File: src/rtl/sysbus_arbiter.sv
`default_nettype none
// ============================================================================
// Module   : sysbus_arbiter
// Purpose  : Two-client (fetch = client 0, data = client 1) round-robin
//            arbiter in front of a single split request/response sysbus.
//            A granted transaction owns the bus from grant until the end of
//            its response burst. Request address/tag are captured at grant
//            and held on the bus until the bus accepts them.
// Ports    : clk, reset (synchronous, active low)
//            cN_reqcyc/cN_req/cN_reqtag -> cN_reqack        client requests
//            cN_respcyc/cN_resp/cN_resptag <- cN_respack    client responses
//            bus_reqcyc/bus_req/bus_reqtag <- bus_reqack    bus request side
//            bus_respcyc/bus_resp/bus_resptag -> bus_respack bus response side
//            grant[1:0]   one-hot current owner, 0 when idle
//            timeout_err  one-cycle watchdog pulse (SYSBUS_ARB_TIMEOUT_EN only)
// Config   : define SYSBUS_ARB_TIMEOUT_EN to add the REQ/RESP watchdog of
//            TIMEOUT_CYCLES cycles and the timeout_err output.
// Revision : 1.0  initial release
// ============================================================================
module sysbus_arbiter #(
    parameter int BUS_DATA_WIDTH = 64,
    parameter int BUS_TAG_WIDTH  = 13,
    parameter int TIMEOUT_CYCLES = 1024
) (
    input  logic                      clk,
    input  logic                      reset,
    // client 0 (fetch)
    input  logic                      c0_reqcyc,
    input  logic [BUS_DATA_WIDTH-1:0] c0_req,
    input  logic [BUS_TAG_WIDTH-1:0]  c0_reqtag,
    output logic                      c0_reqack,
    output logic                      c0_respcyc,
    output logic [BUS_DATA_WIDTH-1:0] c0_resp,
    output logic [BUS_TAG_WIDTH-1:0]  c0_resptag,
    input  logic                      c0_respack,
    // client 1 (data)
    input  logic                      c1_reqcyc,
    input  logic [BUS_DATA_WIDTH-1:0] c1_req,
    input  logic [BUS_TAG_WIDTH-1:0]  c1_reqtag,
    output logic                      c1_reqack,
    output logic                      c1_respcyc,
    output logic [BUS_DATA_WIDTH-1:0] c1_resp,
    output logic [BUS_TAG_WIDTH-1:0]  c1_resptag,
    input  logic                      c1_respack,
    // sysbus master side
    output logic                      bus_reqcyc,
    output logic [BUS_DATA_WIDTH-1:0] bus_req,
    output logic [BUS_TAG_WIDTH-1:0]  bus_reqtag,
    output logic                      bus_respack,
    input  logic                      bus_reqack,
    input  logic                      bus_respcyc,
    input  logic [BUS_DATA_WIDTH-1:0] bus_resp,
    input  logic [BUS_TAG_WIDTH-1:0]  bus_resptag,
    output logic [1:0]                grant
`ifdef SYSBUS_ARB_TIMEOUT_EN
    ,
    output logic                      timeout_err
`endif
);

    localparam logic [1:0] c_IDLE = 2'd0;
    localparam logic [1:0] c_REQ  = 2'd1;
    localparam logic [1:0] c_RESP = 2'd2;

    // Elaboration guard: the watchdog compares against TIMEOUT_CYCLES-1.
    generate
        if (TIMEOUT_CYCLES < 2) begin : g_bad_timeout
            $error("sysbus_arbiter: TIMEOUT_CYCLES must be at least 2");
        end
    endgenerate

    logic [1:0]                r_state;
    logic [1:0]                r_grant;
    logic                      r_last;       // 1 = client 1 was granted last
    logic                      r_bus_reqcyc;
    logic [BUS_DATA_WIDTH-1:0] r_bus_req;
    logic [BUS_TAG_WIDTH-1:0]  r_bus_reqtag;
    logic                      r_seen_beat;  // RESP has forwarded >= 1 beat

    logic [1:0]                w_state_nxt;
    logic [1:0]                w_grant_nxt;
    logic                      w_last_nxt;
    logic                      w_reqcyc_nxt;
    logic [BUS_DATA_WIDTH-1:0] w_req_nxt;
    logic [BUS_TAG_WIDTH-1:0]  w_tag_nxt;
    logic                      w_seen_nxt;
    logic                      w_pick;       // client chosen in IDLE

    logic                      w_in_req;
    logic                      w_in_resp;

`ifdef SYSBUS_ARB_TIMEOUT_EN
    localparam int c_TW = $clog2(TIMEOUT_CYCLES + 1);
    logic [c_TW-1:0] r_timer;
    logic [c_TW-1:0] w_timer_nxt;
    logic            r_timeout_err;
    logic            w_expired;
`endif

    // ------------------------------------------------------------------
    // Next-state / next-register logic
    // ------------------------------------------------------------------
    always_comb begin
        w_state_nxt  = r_state;
        w_grant_nxt  = r_grant;
        w_last_nxt   = r_last;
        w_reqcyc_nxt = r_bus_reqcyc;
        w_req_nxt    = r_bus_req;
        w_tag_nxt    = r_bus_reqtag;
        w_seen_nxt   = r_seen_beat;
        w_pick       = 1'b0;

        case (r_state)
            c_IDLE: begin
                if (c0_reqcyc || c1_reqcyc) begin
                    // On a tie the client that did not win last time goes;
                    // a lone requester always wins.
                    w_pick       = (c0_reqcyc && c1_reqcyc) ? ~r_last : c1_reqcyc;
                    w_grant_nxt  = w_pick ? 2'b10 : 2'b01;
                    w_last_nxt   = w_pick;
                    w_req_nxt    = w_pick ? c1_req    : c0_req;
                    w_tag_nxt    = w_pick ? c1_reqtag : c0_reqtag;
                    w_reqcyc_nxt = 1'b1;
                    w_seen_nxt   = 1'b0;
                    w_state_nxt  = c_REQ;
                end
            end
            c_REQ: begin
                // The request stays posted even if the owner drops reqcyc.
                if (bus_reqack) begin
                    w_reqcyc_nxt = 1'b0;
                    w_state_nxt  = c_RESP;
                end
            end
            c_RESP: begin
                if (bus_respcyc) begin
                    w_seen_nxt = 1'b1;
                end else if (r_seen_beat) begin
                    w_state_nxt = c_IDLE;
                    w_grant_nxt = 2'b00;
                end
            end
            default: begin
                w_state_nxt  = c_IDLE;
                w_grant_nxt  = 2'b00;
                w_reqcyc_nxt = 1'b0;
            end
        endcase

`ifdef SYSBUS_ARB_TIMEOUT_EN
        w_expired = (r_state != c_IDLE) && (r_timer == c_TW'(TIMEOUT_CYCLES - 1));
        if (w_expired) begin
            w_state_nxt  = c_IDLE;
            w_grant_nxt  = 2'b00;
            w_reqcyc_nxt = 1'b0;
        end

        // Cleared on entering REQ and on every response beat.
        if (r_state == c_IDLE) begin
            w_timer_nxt = '0;
        end else if (r_state == c_RESP && bus_respcyc) begin
            w_timer_nxt = '0;
        end else begin
            w_timer_nxt = r_timer + c_TW'(1);
        end
`endif
    end

    // ------------------------------------------------------------------
    // State registers
    // ------------------------------------------------------------------
    always_ff @(posedge clk) begin
        if (!reset) begin
            r_state      <= c_IDLE;
            r_grant      <= 2'b00;
            r_last       <= 1'b1;
            r_bus_reqcyc <= 1'b0;
            r_bus_req    <= '0;
            r_bus_reqtag <= '0;
            r_seen_beat  <= 1'b0;
        end else begin
            r_state      <= w_state_nxt;
            r_grant      <= w_grant_nxt;
            r_last       <= w_last_nxt;
            r_bus_reqcyc <= w_reqcyc_nxt;
            r_bus_req    <= w_req_nxt;
            r_bus_reqtag <= w_tag_nxt;
            r_seen_beat  <= w_seen_nxt;
        end
    end

`ifdef SYSBUS_ARB_TIMEOUT_EN
    always_ff @(posedge clk) begin
        if (!reset) begin
            r_timer       <= '0;
            r_timeout_err <= 1'b0;
        end else begin
            r_timer       <= w_timer_nxt;
            r_timeout_err <= w_expired;
        end
    end

    assign timeout_err = r_timeout_err;
`endif

    // ------------------------------------------------------------------
    // Outputs: handshakes are steered to the owner only while in the
    // matching phase, so stray bus strobes in other states are dropped.
    // ------------------------------------------------------------------
    assign w_in_req  = (r_state == c_REQ);
    assign w_in_resp = (r_state == c_RESP);

    assign grant      = r_grant;
    assign bus_reqcyc = r_bus_reqcyc;
    assign bus_req    = r_bus_req;
    assign bus_reqtag = r_bus_reqtag;

    assign c0_reqack  = w_in_req & r_grant[0] & bus_reqack;
    assign c1_reqack  = w_in_req & r_grant[1] & bus_reqack;

    assign c0_respcyc = w_in_resp & r_grant[0] & bus_respcyc;
    assign c1_respcyc = w_in_resp & r_grant[1] & bus_respcyc;
    assign c0_resp    = (w_in_resp & r_grant[0]) ? bus_resp    : '0;
    assign c1_resp    = (w_in_resp & r_grant[1]) ? bus_resp    : '0;
    assign c0_resptag = (w_in_resp & r_grant[0]) ? bus_resptag : '0;
    assign c1_resptag = (w_in_resp & r_grant[1]) ? bus_resptag : '0;

    assign bus_respack = w_in_resp &
                         ((r_grant[0] & c0_respack) | (r_grant[1] & c1_respack));

endmodule
`default_nettype wire

File: config.mk
export PLATFORM = sky130hd
export DESIGN_NAME = sysbus_arbiter
export DESIGN_NICKNAME = d
export VERILOG_FILES = /design/src/rtl/sysbus_arbiter.sv
export SDC_FILE = /design/constraint.sdc
export NUM_CORES = 1
export LEC_CHECK = 0
export BUFFER_PORTS_ARGS = -buffer_cell sky130_fd_sc_hd__buf_2
export CORE_AREA = 10 10 177 179
export CTS_BUF_LIST = sky130_fd_sc_hd__clkbuf_4
export CTS_CLUSTER_SIZE = 14
export DETAILED_ROUTE_END_ITERATION = 16
export DIE_AREA = 0 0 187 189
export GPL_ROUTABILITY_DRIVEN = 0
export PLACE_DENSITY = 0.51
export SYNTH_ARGS = -nofsm -noshare
export SYNTH_HDL_FRONTEND = slang
export SYNTH_SLANG_ARGS = --single-unit
export TNS_END_PERCENT = 10
File: constraint.sdc
create_clock -name clk -period 2 [get_ports clk]
set_input_delay 0.5 -clock clk [delete_from_list [all_inputs] [get_ports clk]]
set_output_delay 0.5 -clock clk [all_outputs]
set_load 0.03 [all_outputs]
==> After elaboration in Yosys (flattened, before gate mapping) <==
Index checks and enable logic that the tools add are counted.
Widths: inputs -> output; s select.
{ "classes": {"n_eq_ne": 7, "muxes": 21, "bitwise": 15, "n_reduce_logical": 9} }
{ "ops": {"columns": ["cell", "n"], "rows": [
  ["$mux 64", 3],
  ["$mux 13", 3],
  ["$mux 2", 6],
  ["$pmux 2 s3", 2],
  ["$and 1x1->1", 11],
  ["$ne 2x2->1 const B", 5],
  ["$reduce_and 4->1", 2],
  ["$reduce_and 3->1", 2],
  ["$mux 1", 5],
  ["$not 1->1", 3],
  ["$pmux 1 s3", 1],
  ["$eq 2x1->1 const B", 1],
  ["$eq 2x2->1 const B", 1],
  ["$logic_not 2->1", 1],
  ["$pmux 1 s2", 1],
  ["$reduce_and 2->1", 1],
  ["$reduce_bool 2->1", 1],
  ["$logic_and 1x1->1", 1],
  ["$logic_or 1x1->1", 1],
  ["$or 1x1->1", 1]
]} }
{ "totals": {"regBits": 84, "out_inout_bits": 239, "wordCells": 59} }

==> Logic depth before layout (Yosys ltp) <==
Gate-level depths: netlist of the first run.
{ "depth": {"ltp_word": 5, "depth_mapped": 6} }

==> Worst setup path after synthesis of the first run <==
Ideal clock, no wire load.
{ "synth_timing": {"path_type": "register -> output", "from": "reg r_state[1]", "to": "out c0_resp[37]", "arrival_time_ps": 1397, "required_time_ps": 1500, "slack_ps": 103, "stages_incl_launch_ff": 6, "n_path_buf": 3, "path_cell_list": "dfxtp_1 nor2b_1 clkbuf_1 buf_2 buf_2 and3_1"} }
{ "synth_between": {"elab_chain_len": 3} }
{ "synth_rtl": {"columns": ["item", "line", "text"], "rows": [
  ["start: declaration", "72", "logic [1:0] r_state;"],
  ["start signal: assignment", "174", "r_state <= c_IDLE;"],
  ["start signal: assignment", "182", "r_state <= w_state_nxt;"],
  ["$eq 2x2->1", "211", "assign w_in_resp = (r_state == c_RESP);"],
  ["$and 1x1->1", "223", "assign c0_resp = (w_in_resp & r_grant[0]) ? bus_resp : '0;"],
  ["$mux 64", "223", null],
  ["end: declaration", "33", "output logic [BUS_DATA_WIDTH-1:0] c0_resp,"]
]} }
No other way between the ends.

==> Final worst setup path of the first run <==
{ "layout_timing": {"from": "reg r_state[1]", "to": "out bus_respack"} }
{ "layout_between": {"elab_chain_len": 2} }
{ "layout_rtl": {"columns": ["item", "line", "text"], "rows": [
  ["$eq 2x2->1", "211", null],
  ["$and 1x1->1", "228", "assign bus_respack = w_in_resp &"],
  ["end: declaration", "49", "output logic bus_respack,"]
]} }
No other way between the ends.

==> results of run 1 <==
## what timing repair did
action | 4_1_cts | 5_1_grt
setup buffers | 1 | 0
endpoints found under the hold margin | 0 | 0
hold buffers | 0 | 0
endpoints found under the setup margin | 160 | 160
gates cloned | 3 | 2
pin swaps | 1 | 24
gates resized for setup | 216 | 198
## layout make-up
cell class                 instances  area share
timing repair buffer             516       0.405
multi-input combinational        494       0.361
sequential                        84       0.173
tap                              378      0.0484
clock buffer                       9     0.00691
clock inverter                     7     0.00525
inverter                           1    0.000640
antenna                            1    0.000256
## through the flow
step | instances | utilization
5_1_grt | 1490 | 0.354
6_report | 1490 | 0.354
4_1_cts | 1487 | 0.332
3_5_place_dp | 1467 | 0.300
2_1_floorplan | 666 | -
3_3_place_gp | 1467 | 0.300
## registers in the layout, indices dropped and copies added (netlist names)
register	count
bus_req	64
bus_reqtag	13
grant	2
r_state	2
bus_reqcyc	1
r_last	1
r_seen_beat	1
## synthesized netlist by cell type (2+ instances only)
cell	n
buf_2	18
and3_1	157
and2_1	3
nor2b_1	2
nor2_1	2
a21oi_1	80
a311oi_2	77
dfxtp_1	84
nand2_1	156
clkbuf_1	56
a32o_1	4
buf_6	8
buf_4	5
## power by group through the flow
| stage | combinational [mW] | sequential, mW | clock [mW] |
|---|---|---|---|
| 2_1_floorplan | 0.998 | 2.42 | 0 |
| 3_3_place_gp | 2.23 | 2.03 | 0 |
| 3_5_place_dp | 2.23 | 2.04 | 0 |
| 4_1_cts | 2.29 | 2.00 | 0.987 |
| 5_1_grt | 2.48 | 2.03 | 1.06 |
| 6_report | 2.31 | 2.00 | 0.927 |
## path summary, 6_finish.rpt
check	slack, ns	endpoint	start	cells after the start
max	-0.20	bus_respack	r_state[1]$_SDFFE_PN0P_	6
min	0.32	bus_req[4]$_SDFFE_PN0P_	c0_req[4]	3
max reg2reg	0.44	bus_reqtag[9]$_SDFFE_PN0P_	r_state[1]$_SDFFE_PN0P_	5
min reg2reg	0.52	bus_reqcyc$_SDFFE_PN0P_	bus_reqcyc$_SDFFE_PN0P_	2
## critical path, delay by kind of cell, from the launching register on
kind | cells | cell delay (ns)
and+or+nand+nor | 2 | 0.27
buffers and inverters | 3 | 0.43
DFF | 1 | 0.35
AOI/OAI and AO/OA | 1 | 0.23
## kinds of logic after synthesis
group / count (synthesis) / share of synthesized area
AO/OA/AOI/OAI: 168 / 0.305
buffers and inverters: 88 / 0.0798
AND/OR/NAND/NOR: 326 / 0.304
flip-flops: 84 / 0.311
## routing by layer
layer | GRT usage | part of all wire | vias up
li1 | - | - | 3309
met1 | 0.182 | 0.38 | 3301
met2 | 0.322 | 0.52 | 347
met3 | 0.0605 | 0.076 | 44
met4 | 0.0462 | 0.025 | 6
met5 | 0 | 0.0012 | -
==> results.cfg, run 1 <==
[global_routing]
grt_use_total = 0.173
grt_pass1_wl_um = 47500
grt_pass1_vias = 7091
antenna_found_initial = 9
grt.overflow.total = 0
grt_max_degree = 81

[layout]
area_delta_synth_final_pct = 80.6
n_fill_cell = 2885
mostFrequentLayoutCells = buf_2 (321), nand2_1 (155), buf_6 (146)
final_common_cell = buf_2
multi_input_area_um2 = 3530
drive_above_1_share = 0.599
stdcell_area_um2 = 9780
final_nets = 1345
seq_area_um2 = 1690

[clock_network]
cts_inserted_buffers = 9
clock_latency_ns = 0.44
h-tree-depth = 3
cts_buffer_depth = 2
root_buffer = clkbuf_4
path_clk_slew_ns = 0.16
cts_sinks = 84
cts_tree = done

[timing]
maxSlewViolCount = 0
clock_skew_ns = 0.0162
fmaxAchievable_mhz = 454
max_slew_margin = 0.693
fin_ws_ns = -0.204
hold_viol = 0
fin_tns_setup_ns = -23.33
setup_viol = 156
min_period_ns = 2.20
rsz0062_at_grt = true
whs_ns = 0.317
worstMarginPinSlew_ns = 0.461
min_period_over_period = 1.10

[critical_path]
crit_chain = nor2b_4 > buf_12 > clkbuf_16 > and2_1 > a32o_2 > buf_6
crit_required_ns = 1.50
cpPeakStageDelay_ns = 0.35
crit_path_end_kind = output port
cpMaxStageDelayCell = dfxtp_2
crit_path_start_kind = register
path_class = reg2out
cp.arrival_ns = 1.70
crit_fanout = 8

[outcome]
violations = negative setup slack
outcome = complete, but fails checks

[die]
io_pins = 478
coreArea_um2 = 27600
fp.dieH_um = 189
start_util = 0.196
die_w_um = 187
rows = 61
dieArea_um2 = 35300

[logic_synthesis]
synth.area.top_cells = dfxtp_1 (31%), a311oi_2 (21%), and3_1 (18%), nand2_1 (11%), a21oi_1 (7.4%)
synth_top_area_cell = dfxtp_1
synth.avg_cell_area_um2 = 8.13
synth-edff-count = 0
synth_seq_cells = 84
yosys.area.top_type_share = 0.311
syn_nets = 905
synth_cells = 666
ys_seq_area_frac = 0.311
synth_cell_types = 27
syn_area_um2 = 5410
yosysWarnings = 0
synth_ff_type = dfxtp_1
synthArstFlopShare = 0

[detailed_routing]
antenna_left = 0
drt_iter0_drc = 384
vias = 7007
totalWireLength_um = 33200
viasPerCell = 4.70
drcViolationCount = 0
first_pass_iters = 6
wire_per_inst_um = 22.3

[power_and_ir_drop]
irDropWorstVdd_mv = 0.287
p_int_mw = 3.01
leakagePower_nw = 4.92
clkPwrFrac = 0.177
finalPower_mw = 5.24
seqPwrFrac = 0.382
powerDensity_nw_per_um2 = 536
p_switching_mw = 2.23
power_frac_comb = 0.441
swShare = 0.425

[placed_design]
hpwl_um = 25300
dp_slack_ns = 0.159
port-buffer-count = 477
placed_cell_area_um2 = 8280

[job]
drv_cap = 0

[min_path]
hold_class = in2reg
Note: power is estimated with default switching activity, not from simulation.
==> run 2: changes to the inputs <==
--- a/config.mk
+++ b/config.mk
@@ -12,7 +12,6 @@
 export DETAILED_ROUTE_END_ITERATION = 16
 export DIE_AREA = 0 0 187 189
 export GPL_ROUTABILITY_DRIVEN = 0
-export PLACE_DENSITY = 0.51
 export SYNTH_ARGS = -nofsm -noshare
 export SYNTH_HDL_FRONTEND = slang
 export SYNTH_SLANG_ARGS = --single-unit
==> constraint.sdc (replaced) <==
create_clock -name clk -period 1.9 [get_ports clk]
set_input_delay 0.475 -clock clk [delete_from_list [all_inputs] [get_ports clk]]
set_output_delay 0.475 -clock clk [all_outputs]
set_load 0.03 [all_outputs]
==> results.cfg, run 2 (synthesis results as in run 1) <==
[die]
fp.dieH_um = 189
dieArea_um2 = 35300
start_util = 0.196
io_pins = 478
coreArea_um2 = 27600
die_w_um = 187
rows = 61

[timing]
min_period_ns = 2.22
rsz0062_at_grt = true
setup_viol = 159
worstMarginPinSlew_ns = 0.588
maxSlewViolCount = 0
hold_viol = 0
clock_skew_ns = 0.0141
fin_ws_ns = -0.319
min_period_over_period = 1.17
fmaxAchievable_mhz = 451
max_slew_margin = 0.608

[global_routing]
grt.overflow.total = 0
grt_pass1_vias = 7172
grt_max_degree = 80
grt_pass1_wl_um = 48200
grt_use_total = 0.176
antenna_found_initial = 11

[critical_path]
crit_chain = nor2b_4 > buf_6 > buf_6 > clkbuf_16 > and3_1 > buf_6
critPathMostFrequentCell = buf_6
crit_path_start_kind = register
path_class = reg2out
cpPeakStageDelay_ns = 0.35
cpMaxStageDelayCell = dfxtp_2
crit_path_end_kind = output port
crit_required_ns = 1.42
cp.arrival_ns = 1.74
crit_fanout = 5
cp.buffers_inverters = 4
worst_path_dominant_cell_family = buffers and inverters

[power_and_ir_drop]
p_int_mw = 3.44
powerDensity_nw_per_um2 = 580
p_switching_mw = 2.31
clkPwrFrac = 0.214
swShare = 0.402
leakagePower_nw = 4.91
irDropWorstVdd_mv = 0.363
power_frac_comb = 0.421
seqPwrFrac = 0.364

[detailed_routing]
antenna_left = 0
drt_iter0_drc = 297
totalWireLength_um = 33600
viasPerCell = 4.76
vias = 7110
first_pass_iters = 4
drcViolationCount = 0
wire_per_inst_um = 22.5

[layout]
final_common_cell = buf_2
final_nets = 1344
area_delta_synth_final_pct = 83.4
n_fill_cell = 2817
largest_reg_flops = 64
fin_util = 0.359
seq_area_um2 = 1690
multi_input_area_um2 = 3590
mostFrequentLayoutCells = buf_2 (317), buf_6 (159), nand2_1 (155)
drive_above_1_share = 0.608

[placed_design]
dp_slack_ns = 0.0691
hpwl_um = 25500
port-buffer-count = 477

[job]
drv_cap = 0

[clock_network]
ctsHoldBuffers = 0
cts_tree = done
cts_sinks = 84
h-tree-depth = 3
clock_latency_ns = 0.47
cts_inserted_buffers = 9
cts_buffer_depth = 2
path_clk_slew_ns = 0.15
root_buffer = clkbuf_4

[min_path]
hold_class = in2reg

[outcome]
violations = negative setup slack
outcome = complete, but fails checks
-- run 2: cell type report --
class / count / area share
Tap cell: 378 / 0.0476
Multi-Input combinational cell: 494 / 0.362
Antenna cell: 5 / 0.00126
Clock inverter: 5 / 0.00769
Sequential cell: 84 / 0.170
Clock buffer: 11 / 0.00832
Inverter: 1 / 0.000630
Timing Repair Buffer: 515 / 0.402
-- run 2: per-stage QoR --
stage          hold slack, ns  power [mW]  cell area, um^2  setup TNS [ns]  instances
2_1_floorplan           0.484        3.59             5410               0        666
6_report                0.259        5.76             9930          -40.49       1493
4_1_cts                 0.188        5.79             9420          -53.10       1485
3_5_place_dp            0.498        4.44             8240               0       1462
3_3_place_gp            0.486        4.42             8240               0       1462
5_1_grt                 0.194        6.07             9920          -58.41       1492
-- run 2: final timing paths --
kind	startpoint	endpoint	slack, ns	cells after the start
max	r_state[1]$_SDFFE_PN0P_	c0_resp[54]	-0.32	6
min	reset	r_last$_SDFFE_PN1P_	0.26	2
max reg2reg	r_state[1]$_SDFFE_PN0P_	bus_reqtag[8]$_SDFFE_PN0P_	0.25	5
min reg2reg	r_seen_beat$_SDFFE_PN0P_	r_seen_beat$_SDFFE_PN0P_	0.52	2
-- run 2: layer usage --
metal | GRT usage | part of all wire
met2 | 0.321 | 0.53
met3 | 0.0617 | 0.081
met1 | 0.179 | 0.36
met5 | 0 | 0.00092
met4 | 0.0735 | 0.032
-- run 2: power by group through the flow --
stage	registers, mW	clock network (mW)	logic [mW]
2_1_floorplan	2.54	0	1.05
4_1_cts	2.10	1.29	2.40
3_3_place_gp	2.13	0	2.29
5_1_grt	2.13	1.34	2.60
3_5_place_dp	2.13	0	2.31
6_report	2.10	1.23	2.43
-- run 2: timing repair --
item / 4_1_cts / 5_1_grt
buffers inserted: 4 / 3
endpoints found under the setup margin: 160 / 159
pin swaps: 2 / 28
gates resized for setup: 285 / 113
gates cloned: 3 / 3
